===== src/rtl/sigmoid_sequencer_if.sv =====
// sigmoid_sequencer_if: operand and result valid/ready channels of the sigmoid sequencer
interface sigmoid_sequencer_if;
  logic       in_valid;
  logic       in_ready;
  logic [7:0] in_data;
  logic       out_valid;
  logic       out_ready;
  logic [7:0] out_data;
  modport master (output in_valid, in_data, out_ready, input in_ready, out_valid, out_data);
  modport slave (input in_valid, in_data, out_ready, output in_ready, out_valid, out_data);
endinterface


===== src/rtl/sigmoid_sequencer.sv =====
// sigmoid_sequencer: binary-to-bitstream job controller for one stochastic sigmoid datapath.
// Define SIGMOID_SEQ_ROUND_EN to round the result to nearest instead of truncating.
module sigmoid_sequencer #(
  parameter logic [7:0] SEED = 8'hB5,
  parameter int WARMUP = 16,
  parameter int LEN_LOG2 = 8
) (
  input  logic clk,
  input  logic rst,
  sigmoid_sequencer_if.slave bus,
  output logic busy,
  output logic dp_n_rst,
  output logic dp_x,
  input  logic dp_y
);
  typedef enum logic [2:0] {S_IDLE, S_CLEAR, S_WARM, S_ACCUM, S_DONE} state_t;
  localparam int SH = LEN_LOG2 - 8;
`ifdef SIGMOID_SEQ_ROUND_EN
  localparam logic [LEN_LOG2:0] RND = (LEN_LOG2+1)'((1 << LEN_LOG2) >> 9);
`else
  localparam logic [LEN_LOG2:0] RND = '0;
`endif
  state_t state_q, state_d;
  logic [7:0] lfsr_q, lfsr_d, operand_q, operand_d, out_data_q, out_data_d;
  logic [LEN_LOG2-1:0] cnt_q, cnt_d;
  logic [LEN_LOG2:0] ones_q, ones_d, scaled;
  logic live, dp_n_rst_q, dp_n_rst_d, dp_x_q, dp_x_d, out_valid_q, out_valid_d;
  assign live = state_q == S_WARM || state_q == S_ACCUM;
  assign scaled = (ones_q + RND) >> SH;
  assign bus.in_ready = state_q == S_IDLE;
  assign bus.out_valid = out_valid_q;
  assign bus.out_data = out_data_q;
  assign busy = state_q != S_IDLE;
  assign dp_n_rst = dp_n_rst_q;
  assign dp_x = dp_x_q;
  always_comb begin
    state_d = state_q;
    case (state_q)
      S_IDLE:  state_d = bus.in_valid ? S_CLEAR : S_IDLE;
      S_CLEAR: state_d = (WARMUP == 0) ? S_ACCUM : S_WARM;
      S_WARM:  state_d = (cnt_q == LEN_LOG2'(WARMUP - 1)) ? S_ACCUM : S_WARM;
      S_ACCUM: state_d = (&cnt_q) ? S_DONE : S_ACCUM;
      S_DONE:  state_d = (out_valid_q && bus.out_ready) ? S_IDLE : S_DONE;
      default: state_d = S_IDLE;
    endcase
  end
  // Outputs to the datapath and out_valid are registered from state_q, so they trail the state by one cycle
  always_comb begin
    lfsr_d = (state_q == S_CLEAR) ? SEED
           : live ? {lfsr_q[6:0], lfsr_q[7] ^ lfsr_q[5] ^ lfsr_q[4] ^ lfsr_q[3]} : lfsr_q;
    cnt_d = (state_q == S_CLEAR || (state_q == S_WARM && state_d == S_ACCUM)) ? '0
          : live ? cnt_q + 1'b1 : cnt_q;
    ones_d = (state_q == S_CLEAR) ? '0
           : (state_q == S_ACCUM) ? ones_q + (LEN_LOG2+1)'(dp_y) : ones_q;
    operand_d = (state_q == S_IDLE && bus.in_valid) ? bus.in_data : operand_q;
    dp_n_rst_d = live;
    dp_x_d = live && (lfsr_q < operand_q);
    out_valid_d = state_q == S_DONE && !(out_valid_q && bus.out_ready);
    out_data_d = (state_q == S_DONE && !out_valid_q) ? ((|scaled[LEN_LOG2:8]) ? 8'hFF : scaled[7:0]) : out_data_q;
  end
  always_ff @(posedge clk) begin
    if (rst) begin
      state_q <= S_IDLE;
      lfsr_q <= SEED;
      cnt_q <= '0;
      ones_q <= '0;
      operand_q <= '0;
      dp_n_rst_q <= 1'b0;
      dp_x_q <= 1'b0;
      out_valid_q <= 1'b0;
      out_data_q <= '0;
    end else begin
      state_q <= state_d;
      lfsr_q <= lfsr_d;
      cnt_q <= cnt_d;
      ones_q <= ones_d;
      operand_q <= operand_d;
      dp_n_rst_q <= dp_n_rst_d;
      dp_x_q <= dp_x_d;
      out_valid_q <= out_valid_d;
      out_data_q <= out_data_d;
    end
  end
endmodule


===== src/flat_wrapper.sv =====
// flat-port wrapper written by rule: the top's interface ports become plain ports
module sigmoid_sequencer_flat 
#(
  parameter logic [7:0] SEED = 8'hB5,
  parameter int WARMUP = 16,
  parameter int LEN_LOG2 = 8
)
  (clk, rst, busy, dp_n_rst, dp_x, dp_y, bus_in_valid, bus_in_data, bus_out_ready, bus_in_ready, bus_out_valid, bus_out_data);
  sigmoid_sequencer_if bus_i ();
  input  logic clk;
  input  logic rst;
  output logic busy;
  output logic dp_n_rst;
  output logic dp_x;
  input  logic dp_y;
  input wire logic [$bits(bus_i.in_valid)-1:0] bus_in_valid;
  input wire logic [$bits(bus_i.in_data)-1:0] bus_in_data;
  input wire logic [$bits(bus_i.out_ready)-1:0] bus_out_ready;
  output wire logic [$bits(bus_i.in_ready)-1:0] bus_in_ready;
  output wire logic [$bits(bus_i.out_valid)-1:0] bus_out_valid;
  output wire logic [$bits(bus_i.out_data)-1:0] bus_out_data;
  assign bus_i.in_valid = bus_in_valid;
  assign bus_i.in_data = bus_in_data;
  assign bus_i.out_ready = bus_out_ready;
  assign bus_in_ready = bus_i.in_ready;
  assign bus_out_valid = bus_i.out_valid;
  assign bus_out_data = bus_i.out_data;
  sigmoid_sequencer #(.SEED(SEED), .WARMUP(WARMUP), .LEN_LOG2(LEN_LOG2)) u_core (.clk(clk), .rst(rst), .bus(bus_i), .busy(busy), .dp_n_rst(dp_n_rst), .dp_x(dp_x), .dp_y(dp_y));
endmodule

===== config.mk =====
export PLATFORM = sky130hd
export DESIGN_NAME = sigmoid_sequencer_flat
export DESIGN_NICKNAME = d
export VERILOG_FILES = /design/src/rtl/sigmoid_sequencer_if.sv /design/src/rtl/sigmoid_sequencer.sv /design/src/flat_wrapper.sv
export SDC_FILE = /design/constraint.sdc
export NUM_CORES = 1
export LEC_CHECK = 0
export CAP_MARGIN = 20
export CORE_ASPECT_RATIO = 0.75
export CORE_MARGIN = 2
export CORE_UTILIZATION = 59
export CTS_CLUSTER_SIZE = 20
export DETAILED_ROUTE_END_ITERATION = 10
export PLACE_DENSITY_LB_ADDON = 0.3
export SLEW_MARGIN = 5
export SYNTH_ARGS = -nofsm -noshare
export SYNTH_HDL_FRONTEND = slang
export SYNTH_SLANG_ARGS = --single-unit

===== constraint.sdc =====
create_clock -name clk -period 2.7 [get_ports clk]
set_input_delay 0.54 -clock clk [delete_from_list [all_inputs] [get_ports clk]]
set_output_delay 0.54 -clock clk [all_outputs]
set_load 0.02 [all_outputs]

==> impl_metrics.tcl <==
set metrics [dict create \
    status "complete, no violations" \
    avgSynthCellArea_um2 8.57 \
    setup-tns-final_ns 0 \
    ys_ff_latch 47 \
    crit_required_ns 2.16 \
    finalSetupViolations 0 \
    grt_usage_pct 21.2 \
    postCtsSetupBuffers 0 \
    max-vdd-ir-drop_uv 420 \
    viasPerCell 5.35 \
    p_int_w 0.00106 \
    die_w_um 73.3 \
    powerDensity_nw_per_um2 564 \
    clk_path_buf_depth 2 \
    synth_fp_nets 271 \
    clock-skew-final_ns 0.00813 \
    std_cell_rows 18 \
    avgRoutedWirePerCell_um 12.5 \
    hold_class "flop to flop" \
    critPathCaptureType "primary output" \
    placed_cell_area_um2 2380 \
    worstMarginPinSlew_ns 0.778 \
    dp_hpwl_mm 2.77 \
    cts.sinks 47 \
    mappedNetlistArea_um2 2130 \
    clock_latency_ns 0.31 \
    numCtsBuffers 5 \
    routed_wl_mm 3.90 \
    drc_errors 0 \
    cap_violations 0 \
    fmax_mhz 417 \
    stdcell_area_um2 2500 \
    yosysUniqueCellTypes 40 \
    yosysSeqAreaShare_pct 44.3 \
    cts_root_buf "clkbuf_8" \
    grt_max_degree 23 \
    synth_area_leaders "dfxtp_1, nand2_1, nor2_1, ha_1, xnor2_1" \
    worstPathArrival_ns 1.86 \
    grt_overflow 0 \
    final.period_utilization_pct 88.8 \
    cts_max_level 2 \
    cp_num_buf_inv 1 \
    cp_cell_sequence "nor3_1 -> clkdlybuf4s50_1" \
    rsz0062_at_grt "no" \
    grt_pass1_vias 1413 \
    antenna_found_initial 0 \
    fin_ws_ns 0.302 \
    drtPass1Iterations 4 \
    finalNetCount 295 \
    ant_nets 0 \
    coreArea_um2 3380 \
    finalHoldViolCount 0 \
    path_max_fanout 11 \
    num_antenna_cells 0 \
    clkPwrFrac_pct 36.4 \
    synth_edf_count 0 \
    hold_buffers 0 \
    netlist_instances 248 \
    dpl_worst_slack_ns 0.601 \
    p_sw_share_pct 24.6 \
    yosysWarnings 0 \
    dieArea_um2 4100 \
    ys_async_sr_fraction_pct 0 \
    cts_tree "yes" \
    path_delay_family "buffers and inverters" \
    gp_congestion 0.794 \
    vias 1674 \
    finalMaxSlewViolations 0 \
    first_iter_violations 116 \
    top_level_ports 26 \
    yosysTopAreaCell "dfxtp_1" \
    finalCriticalPeriod_ns 2.40 \
    syn2layout_area_growth_pct 17.4 \
    cts.clk_slew.worst_paths_ns 0.09 \
    power_frac_comb_pct 11.2 \
    drive_above_1_share_pct 6.96 \
    die_h_um 56.0 \
    whs_ns 0.459 \
    power.leakage_nw 0.899 \
    crit_path_max_incr_delay_ns 0.68 \
    yosysTopAreaCellShare_pct 44.3 \
    cts_resized 0 \
    slew_headroom_pct 47.9 \
    worst_setup_path_start_kind "flop" \
    start_util_pct 62.9 \
    grt_pass1_wl_mm 6.70 \
    pwr-share-seq_pct 52.4 \
    cp_slowest_cell "clkdlybuf4s50_1" \
    port-buffer-count 25 \
    p_sw_w 0.000346 \
    synthFlopType "dfxtp_1" \
    critPathKind "flop to primary output" \
]
[layout by cell type, fill, tap and decap left out, drive strengths merged, types with 3 or more instances in the layout]
cell           Yosys  layout
a211oi             9       9
a21oi             18      18
buf                8       3
clkbuf             3       5
clkdlybuf4s50      0      25
dfxtp             47      47
ha                10      10
inv               10      10
nand2             42      42
nand2b             3       3
nand3             13      13
nand4              3       3
nor2              34      34
nor3               6       6
o21ai              4       4
xnor2             12      12
xor2               4       4
[worst register-to-register path: stages, from the launching register on]
cell and delay (ns):
dfxtp_1 0.64, nand3b_1 0.28, nor4_2 0.37, nand2b_4 0.23, a21oi_1 0.05
[path summary, 6_finish.rpt]
check	depth (start not counted)	slack (ns)	end	startpoint
max	2	0.30	bus_in_ready	u_core.state_q[1]
min	2	0.46	u_core.operand_q[7]	u_core.operand_q[7]
max reg2reg	4	1.02	u_core.cnt_q[1]	u_core.state_q[1]
min reg2reg	2	0.46	u_core.operand_q[7]	u_core.operand_q[7]
[cells in the mapped netlist (3+ instances only)]
cell type / n
o21ai_0: 4
nor2_1: 34
inv_1: 10
clkbuf_1: 3
a211oi_1: 7
dfxtp_1: 47
xor2_1: 4
nand3_1: 13
nand4_1: 3
buf_2: 4
a21oi_1: 17
xnor2_1: 12
nor3_1: 6
ha_1: 10
nand2_1: 42
[per-layer routing]
metal  vias to the layer above  GRT usage [%]  part of all wire, %
li1                        896              -                    -
met1                       725           33.8                   55
met2                        48           25.9                   37
met3                         5           7.97                  7.2
met4                         0           5.45                  1.2
met5                         -              0                    0
[area by class of cell]
class                   instances  area (µm²)
flip-flops and latches         47         941
repair buffers                 28         273
fillers                       270         882
inverters                      10        37.5
well taps                      40        50.0
clock buffers                   5        68.8
multi-input cells             180        1080
clock inverters                 3        43.8
[sequential cells by signal (all words and copies together), names as in the netlist]
| register | flops |
|---|---|
| u_core.bus.out_valid | 1 |
| u_core.state_q | 3 |
| u_core.ones_q | 9 |
| u_core.bus.out_data | 8 |
| u_core.lfsr_q | 8 |
| u_core.dp_x | 1 |
| u_core.cnt_q | 8 |
| u_core.dp_n_rst | 1 |
| u_core.operand_q | 8 |
[kinds of logic (layout without fill, tap and decap cells)]
group	Yosys count	after routing	synth area share, %
AND/OR/NAND/NOR	116	116	26.5
flip-flops	47	47	44.3
AO/OA/AOI/OAI	38	38	11.9
buffers and inverters	21	46	4.83
XOR/XNOR	16	16	6.59
adder cells (fa/ha/maj)	10	10	5.89
[power by group through the flow]
| stage | clock [W] | combinational (W) | sequential (W) |
|---|---|---|---|
| 3_3_place_gp | 0 | 0.000154 | 0.000752 |
| 3_5_place_dp | 0 | 0.000157 | 0.000753 |
| 6_report | 0.000513 | 0.000158 | 0.000737 |
| 2_1_floorplan | 0 | 0.000110 | 0.000747 |
| 4_1_cts | 0.000519 | 0.000159 | 0.000737 |
| 5_1_grt | 0.000551 | 0.000180 | 0.000741 |
[stage by stage]
step / utilization (%) / cells / power (W)
floorplan: - / 248 / 0.000857
global placement: 70.6 / 305 / 0.000906
detailed placement: 70.6 / 305 / 0.000910
CTS: 73.9 / 313 / 0.00141
global route: 73.9 / 313 / 0.00147
finish: 73.9 / 313 / 0.00141
No activity file was read; power rests on OpenSTA's default activity.
